[src/rtl/led_pkg.sv]
`default_nettype none
// ============================================================================
//  Module   : led_pkg
//  Purpose  : Shared types and helpers for the LED driver channels.
//             - led_state_t : per-channel FSM state (IDLE / ON / GAP)
//             - cnt_width() : width of a down-counter that can hold
//                             max(a, b) without overflow
//  Revision : 1.0  initial release
// ============================================================================
package led_pkg;

  typedef enum logic [1:0] {
    IDLE = 2'd0,
    ON   = 2'd1,
    GAP  = 2'd2
  } led_state_t;

  // Smallest width able to represent every value 0..max(a, b).
  function automatic int cnt_width(input int a, input int b);
    int m;
    m = (a > b) ? a : b;
    return (m < 1) ? 1 : $clog2(m + 1);
  endfunction

endpackage
`default_nettype wire

[src/rtl/led_channel.sv]
`default_nettype none
// ============================================================================
//  Module   : led_channel
//  Purpose  : One LED channel. A one-cycle trig lights the LED for
//             HOLD_CYCLES cycles, then forces a GAP_CYCLES dark gap.
//             A trig during ON retriggers; a trig during GAP is held as a
//             single pending request. clr extinguishes (and beats trig).
//             Unhit timeouts raise a one-cycle expired pulse.
//  Ports    : clk     - system clock (posedge)
//             rst     - asynchronous active-high reset
//             trig    - one-cycle light request
//             clr     - one-cycle extinguish request (hit)
//             led     - registered LED drive
//             busy    - channel not idle or has a pending trigger
//             expired - registered one-cycle timeout pulse
//  Macro    : LED_BLINK_EN - blink the LED with half-period BLINK_HALF
//             while ON; otherwise the LED is steady during ON.
//  Revision : 1.0  initial release
// ============================================================================
module led_channel
  import led_pkg::*;
#(
  parameter int HOLD_CYCLES = 50000000,
  parameter int GAP_CYCLES  = 5000000,
  parameter int BLINK_HALF  = 6250000
) (
  input  logic clk,
  input  logic rst,
  input  logic trig,
  input  logic clr,
  output logic led,
  output logic busy,
  output logic expired
);

  localparam int CNT_W = cnt_width(HOLD_CYCLES, GAP_CYCLES);

  localparam logic [CNT_W-1:0] c_hold_load = CNT_W'(HOLD_CYCLES - 1);
  // With no gap configured, leaving ON goes straight to IDLE with cnt=0.
  localparam logic [CNT_W-1:0] c_after_on_cnt =
      (GAP_CYCLES > 0) ? CNT_W'(GAP_CYCLES - 1) : '0;
  localparam led_state_t c_after_on_state = (GAP_CYCLES > 0) ? GAP : IDLE;

  led_state_t       r_state;
  logic [CNT_W-1:0] r_cnt;
  logic             r_pending;
  logic             r_led;
  logic             r_expired;

  // clr beats trig in every state.
  logic w_trig;
  logic w_cnt_zero;
  logic w_load_on;   // entering ON or reloading it this cycle
  logic w_stay_on;   // remaining in ON without a reload

  assign w_trig     = trig & ~clr;
  assign w_cnt_zero = (r_cnt == '0);
  assign w_load_on  = (w_trig & ((r_state == IDLE) | (r_state == ON))) |
                      ((r_state == GAP) & w_cnt_zero & (r_pending | trig) & ~clr);
  assign w_stay_on  = (r_state == ON) & ~clr & ~w_cnt_zero;

`ifdef LED_BLINK_EN
  localparam int PH_W = cnt_width(BLINK_HALF, 0);
  localparam logic [PH_W-1:0] c_phase_last = PH_W'(BLINK_HALF - 1);
  logic [PH_W-1:0] r_phase;
`endif

  always_ff @(posedge clk or posedge rst) begin
    if (rst) begin
      r_state   <= IDLE;
      r_cnt     <= '0;
      r_pending <= 1'b0;
      r_led     <= 1'b0;
      r_expired <= 1'b0;
`ifdef LED_BLINK_EN
      r_phase   <= '0;
`endif
    end else begin
      r_expired <= 1'b0;

      unique case (r_state)
        IDLE: begin
          r_pending <= 1'b0;
          if (w_trig) begin
            r_state <= ON;
            r_cnt   <= c_hold_load;
          end
        end

        ON: begin
          r_pending <= 1'b0;
          if (clr) begin
            r_state <= c_after_on_state;
            r_cnt   <= c_after_on_cnt;
          end else if (trig) begin
            r_cnt <= c_hold_load;
          end else if (w_cnt_zero) begin
            r_state   <= c_after_on_state;
            r_cnt     <= c_after_on_cnt;
            r_expired <= 1'b1;
          end else begin
            r_cnt <= r_cnt - CNT_W'(1);
          end
        end

        GAP: begin
          if (w_cnt_zero) begin
            // A trig arriving in the final gap cycle counts as pending.
            r_pending <= 1'b0;
            if ((r_pending | trig) & ~clr) begin
              r_state <= ON;
              r_cnt   <= c_hold_load;
            end else begin
              r_state <= IDLE;
            end
          end else begin
            r_cnt     <= r_cnt - CNT_W'(1);
            r_pending <= clr ? 1'b0 : (r_pending | trig);
          end
        end

        default: begin
          r_state   <= IDLE;
          r_cnt     <= '0;
          r_pending <= 1'b0;
        end
      endcase

`ifdef LED_BLINK_EN
      // Phase restarts high on every (re)load; dark outside ON.
      if (w_load_on) begin
        r_led   <= 1'b1;
        r_phase <= '0;
      end else if (w_stay_on) begin
        if (r_phase == c_phase_last) begin
          r_phase <= '0;
          r_led   <= ~r_led;
        end else begin
          r_phase <= r_phase + PH_W'(1);
        end
      end else begin
        r_led   <= 1'b0;
        r_phase <= '0;
      end
`else
      r_led <= w_load_on | w_stay_on;
`endif
    end
  end

  assign led     = r_led;
  assign expired = r_expired;
  assign busy    = (r_state != IDLE) | r_pending;

endmodule
`default_nettype wire

[src/rtl/led_driver.sv]
`default_nettype none
// ============================================================================
//  Module   : led_driver
//  Purpose  : N_LEDS independent timed LED channels between the game FSM
//             and the LED pins. Each channel turns trig/clr pulses into a
//             timed LED level with a minimum dark gap and reports unhit
//             timeouts on expired.
//  Ports    : clk     - system clock (posedge)
//             rst     - asynchronous active-high reset
//             trig    - [N_LEDS] one-cycle light requests
//             clr     - [N_LEDS] one-cycle extinguish requests
//             led     - [N_LEDS] registered LED drive
//             busy    - [N_LEDS] channel active or pending
//             expired - [N_LEDS] one-cycle timeout pulses
//  Macro    : LED_BLINK_EN - enables blinking while ON (see led_channel)
//  Revision : 1.0  initial release
// ============================================================================
module led_driver
  import led_pkg::*;
#(
  parameter int N_LEDS      = 8,
  parameter int HOLD_CYCLES = 50000000,
  parameter int GAP_CYCLES  = 5000000,
  parameter int BLINK_HALF  = 6250000
) (
  input  logic              clk,
  input  logic              rst,
  input  logic [N_LEDS-1:0] trig,
  input  logic [N_LEDS-1:0] clr,
  output logic [N_LEDS-1:0] led,
  output logic [N_LEDS-1:0] busy,
  output logic [N_LEDS-1:0] expired
);

  genvar gi;
  generate
    for (gi = 0; gi < N_LEDS; gi++) begin : g_ch
      led_channel #(
        .HOLD_CYCLES (HOLD_CYCLES),
        .GAP_CYCLES  (GAP_CYCLES),
        .BLINK_HALF  (BLINK_HALF)
      ) u_ch (
        .clk     (clk),
        .rst     (rst),
        .trig    (trig[gi]),
        .clr     (clr[gi]),
        .led     (led[gi]),
        .busy    (busy[gi]),
        .expired (expired[gi])
      );
    end
  endgenerate

endmodule
`default_nettype wire

[config.mk]
export PLATFORM = sky130hd
export DESIGN_NAME = led_driver
export DESIGN_NICKNAME = d
export VERILOG_FILES = /design/src/rtl/led_pkg.sv /design/src/rtl/led_channel.sv /design/src/rtl/led_driver.sv
export SDC_FILE = /design/constraint.sdc
export NUM_CORES = 1
export LEC_CHECK = 0
export BUFFER_PORTS_ARGS = -buffer_cell sky130_fd_sc_hd__buf_2
export CAP_MARGIN = 10
export CELL_PAD_IN_SITES_DETAIL_PLACEMENT = 1
export CELL_PAD_IN_SITES_GLOBAL_PLACEMENT = 2
export CORE_MARGIN = 10
export CORE_UTILIZATION = 35
export DETAILED_ROUTE_END_ITERATION = 6
export GPL_TIMING_DRIVEN = 0
export PLACE_DENSITY_LB_ADDON = 0.1
export SYNTH_ARGS = -nofsm -noshare
export SYNTH_HDL_FRONTEND = slang
export SYNTH_SLANG_ARGS = --single-unit
[constraint.sdc]
create_clock -name clk -period 7.92 [get_ports clk]
set_clock_uncertainty 0.15 [all_clocks]
set_input_delay 1.584 -clock clk [delete_from_list [all_inputs] [get_ports clk]]
set_output_delay 1.584 -clock clk [all_outputs]
set_load 0.02 [all_outputs]
==> flow_summary.toml <==
[yosys]
ys_types = 80
avgSynthCellArea_sq_um = 8.37
synth_seq_area_share = 0.407
ys_ff_latch = 248
synth.area.top_cells = "dfrtp_1 41%, o21ai_0 5.8%, a21oi_1 5.5%"
synth_xor_area_frac = 0.0126
synth.most_common_cell = "dfrtp_1"
yosysTopAreaCell = "dfrtp_1"
yosysWarnings = 0
ys_async_sr_fraction = 1.00
yosys.area.top_type_share = 0.407
synth_nets = 1848
synthFlopType = "dfrtp_1"
synth_edf_count = 0
synth-adder-area-share = 0.00656
synthesis.area_sq_mm = 0.0152
synth_top_family_by_area = "compound AO/OA/AOI/OAI gates"
synth-compound-area-share = 0.284
synthMuxAreaShare = 0
synthTopCellsByCount = "248 x dfrtp_1, 189 x nor2_1, 176 x o21ai_0"
synth-simple-area-share = 0.237
netlist_instances = 1822

[final_layout]
seq_area_sq_mm = 0.00621
fillers = 5130
multi_input_area_sq_mm = 0.00824
area_delta_synth_final_pct = 13.9
n_antenna_cell = 0
layout-drive-gt1-share = 0.0906
nets = 1926
layout.cells.non_filler = 2506
fin_util = 0.403

[route]
drtPass1Iterations = 5
remaining_drc_errors = 0
wl_per_cell_microns = 19.1
antenna_left = 0
drtIter0Drc = 755
vias = 14400
via_per_inst = 5.75
routed_wl_mm = 48.0

[timing]
setup_viol = 0
fmax_mhz = 263
worstMarginPinSlew_ns = 1.06
relSlewSlack = 0.289
slew_viol_final = 0
grt_setup_unrepaired = "false"
fin_setup_tns_ns = 0
layout_min_cycle_time_ns = 3.80
hold_viol_final = 0
fin_crit_sh = 0.479

[pwr]
p_seq_frac = 0.344
internal-power_uw = 3680
power_leakage_uw = 0.00690
vdd_drop_max_v = 0.000130
pwr-share-clk = 0.233
p_sw_uw = 2790
p_comb_frac = 0.423
power_uw = 6470
swShare = 0.431
p_per_area_mw_per_mm2 = 372

[floorplanning]
die_area_sq_mm = 0.0523
floorplan.initialDensity = 0.354
row_count = 76
pin_count = 42
coreArea_sq_mm = 0.0431
die_h_microns = 229
die_x_microns = 229

[worst_setup_path]
crit_arrival_ns = 2.06
r2r-end = "g_ch[2].u_ch.r_cnt[6]"
path_max_fanout = 10
worstReg2RegStart = "g_ch[2].u_ch.r_cnt[0]"
cp-end-kind = "output pin"
reg2reg_depth = 9
critPathRequiredTime_ns = 6.19
r2r_slack_ns = 4.18
cp-start-kind = "flop"
path_class = "flop to output pin"

[placed_design]
dp_hpwl_mm = 34.0
place_inst = 2447
routabilityCongestion = 0.800
io_buffers = 33

[hold_path]
hp-start = "g_ch[4].u_ch.r_cnt[20]"
hp-class = "flop to flop"
holdPathEnd = "g_ch[4].u_ch.r_cnt[20]"
min_path_cells = 1

[clock_network]
clk_latency_ns = 0.54
cts_made_buffers = 35
cts_sinks = 248
cts_buffer_depth = 3
path_clk_slew_ns = 0.06
h-tree-depth = 2
ctsHoldBuffers = 0
clk_root_buffer_cell = "clkbuf_16"
post_cts_buffers = 0
cts_resized = 0
cts_tree = "done"

[global_routing]
antenna_found_initial = 0
overflow = 0
grtUsageTotal = 0.181
grt_max_degree = 39
grt_pass1_wl_mm = 80.4
grt_pass1_vias = 15000

[flow_run]
maxCapViolCount = 0

[run_status]
status = "finished clean"
## stage by stage
step	hold slack (ns)	setup slack, ns	instance area [sq um]
final	0.342	4.12	17400
after CTS	0.339	3.76	17400
after floorplan	0.298	2.93	15300
after global routing	0.357	3.87	17400
after global placement	0.318	0.884	16100
after detailed placement	0.322	3.78	16300
## layout make-up
cell class | instances | area share
Sequential cell | 248 | 0.357
Buffer | 120 | 0.0330
Inverter | 61 | 0.0134
Multi-Input combinational cell | 1393 | 0.474
Clock buffer | 53 | 0.0602
Tap cell | 585 | 0.0422
Timing Repair Buffer | 41 | 0.0179
Clock inverter | 5 | 0.00144
## state kept, by name (all words and copies together), names as in the netlist
signal,flops
g_ch.u_ch.r_state,16
g_ch.u_ch.r_pending,8
g_ch.u_ch.led,8
g_ch.u_ch.expired,8
g_ch.u_ch.r_cnt,208
## worst max-delay path by stage
stage | start | end
4_1_cts | g_ch[0].u_ch.r_cnt[0] | g_ch[0].u_ch.r_cnt[2]
6_report | g_ch[4].u_ch.r_state[0] | busy[4]
3_5_place_dp | g_ch[0].u_ch.r_cnt[0] | g_ch[0].u_ch.r_cnt[2]
3_3_place_gp | rst | g_ch[2].u_ch.led
5_1_grt | g_ch[2].u_ch.r_cnt[0] | g_ch[2].u_ch.r_cnt[7]
2_1_floorplan | rst | g_ch[0].u_ch.expired
## worst max-delay path, stage by stage, from the launching register on
cell and delay [ns]:
dfrtp_1 0.36, clkbuf_1 0.22, clkbuf_1 0.28, or3_1 0.39, buf_4 0.13, buf_2 0.15
## cells by family (layout without fill, tap and decap cells)
family	Yosys count	in the layout
fa+ha+maj	8	8
flops	248	248
buf+inv	181	280
simple gates	700	700
xor+xnor	22	22
compound gates	663	663
## cell usage in the layout (no fill, tap or decap), types with 14 or more instances in the layout
cell / count
a22o_1: 32
a21oi_1: 167
a211o_1: 14
a311oi_1: 21
buf_2: 47
nand2_1: 98
xnor2_1: 18
o21ai_0: 176
nor2b_1: 21
a31oi_1: 32
or3_1: 53
or2_2: 18
nor2_1: 189
dfrtp_1: 248
nor4_1: 46
nor3_1: 101
buf_4: 26
nand2b_1: 43
o31ai_1: 23
nand3_1: 25
o22ai_1: 27
clkbuf_1: 82
and2_1: 24
clkbuf_16: 37
o2bb2ai_1: 29
or4_1: 24
inv_1: 60
a21o_1: 25
## power by group through the flow
stage	clock [uW]	combinational, uW	sequential [uW]
floorplan	0	2020	2090
global placement	0	2670	2220
detailed placement	0	2760	2230
CTS	1560	2770	2220
global route	1610	3090	2310
finish	1500	2740	2230
## metal layers
metal | up-vias | wire, microns | global-route usage
li1 | 6963 | - | -
met1 | 7230 | 23400 | 0.245
met2 | 163 | 22400 | 0.299
met3 | 51 | 1420 | 0.0218
met4 | 0 | 827 | 0.0473
met5 | - | 0 | 0
Power figures use the tool's default switching activity.
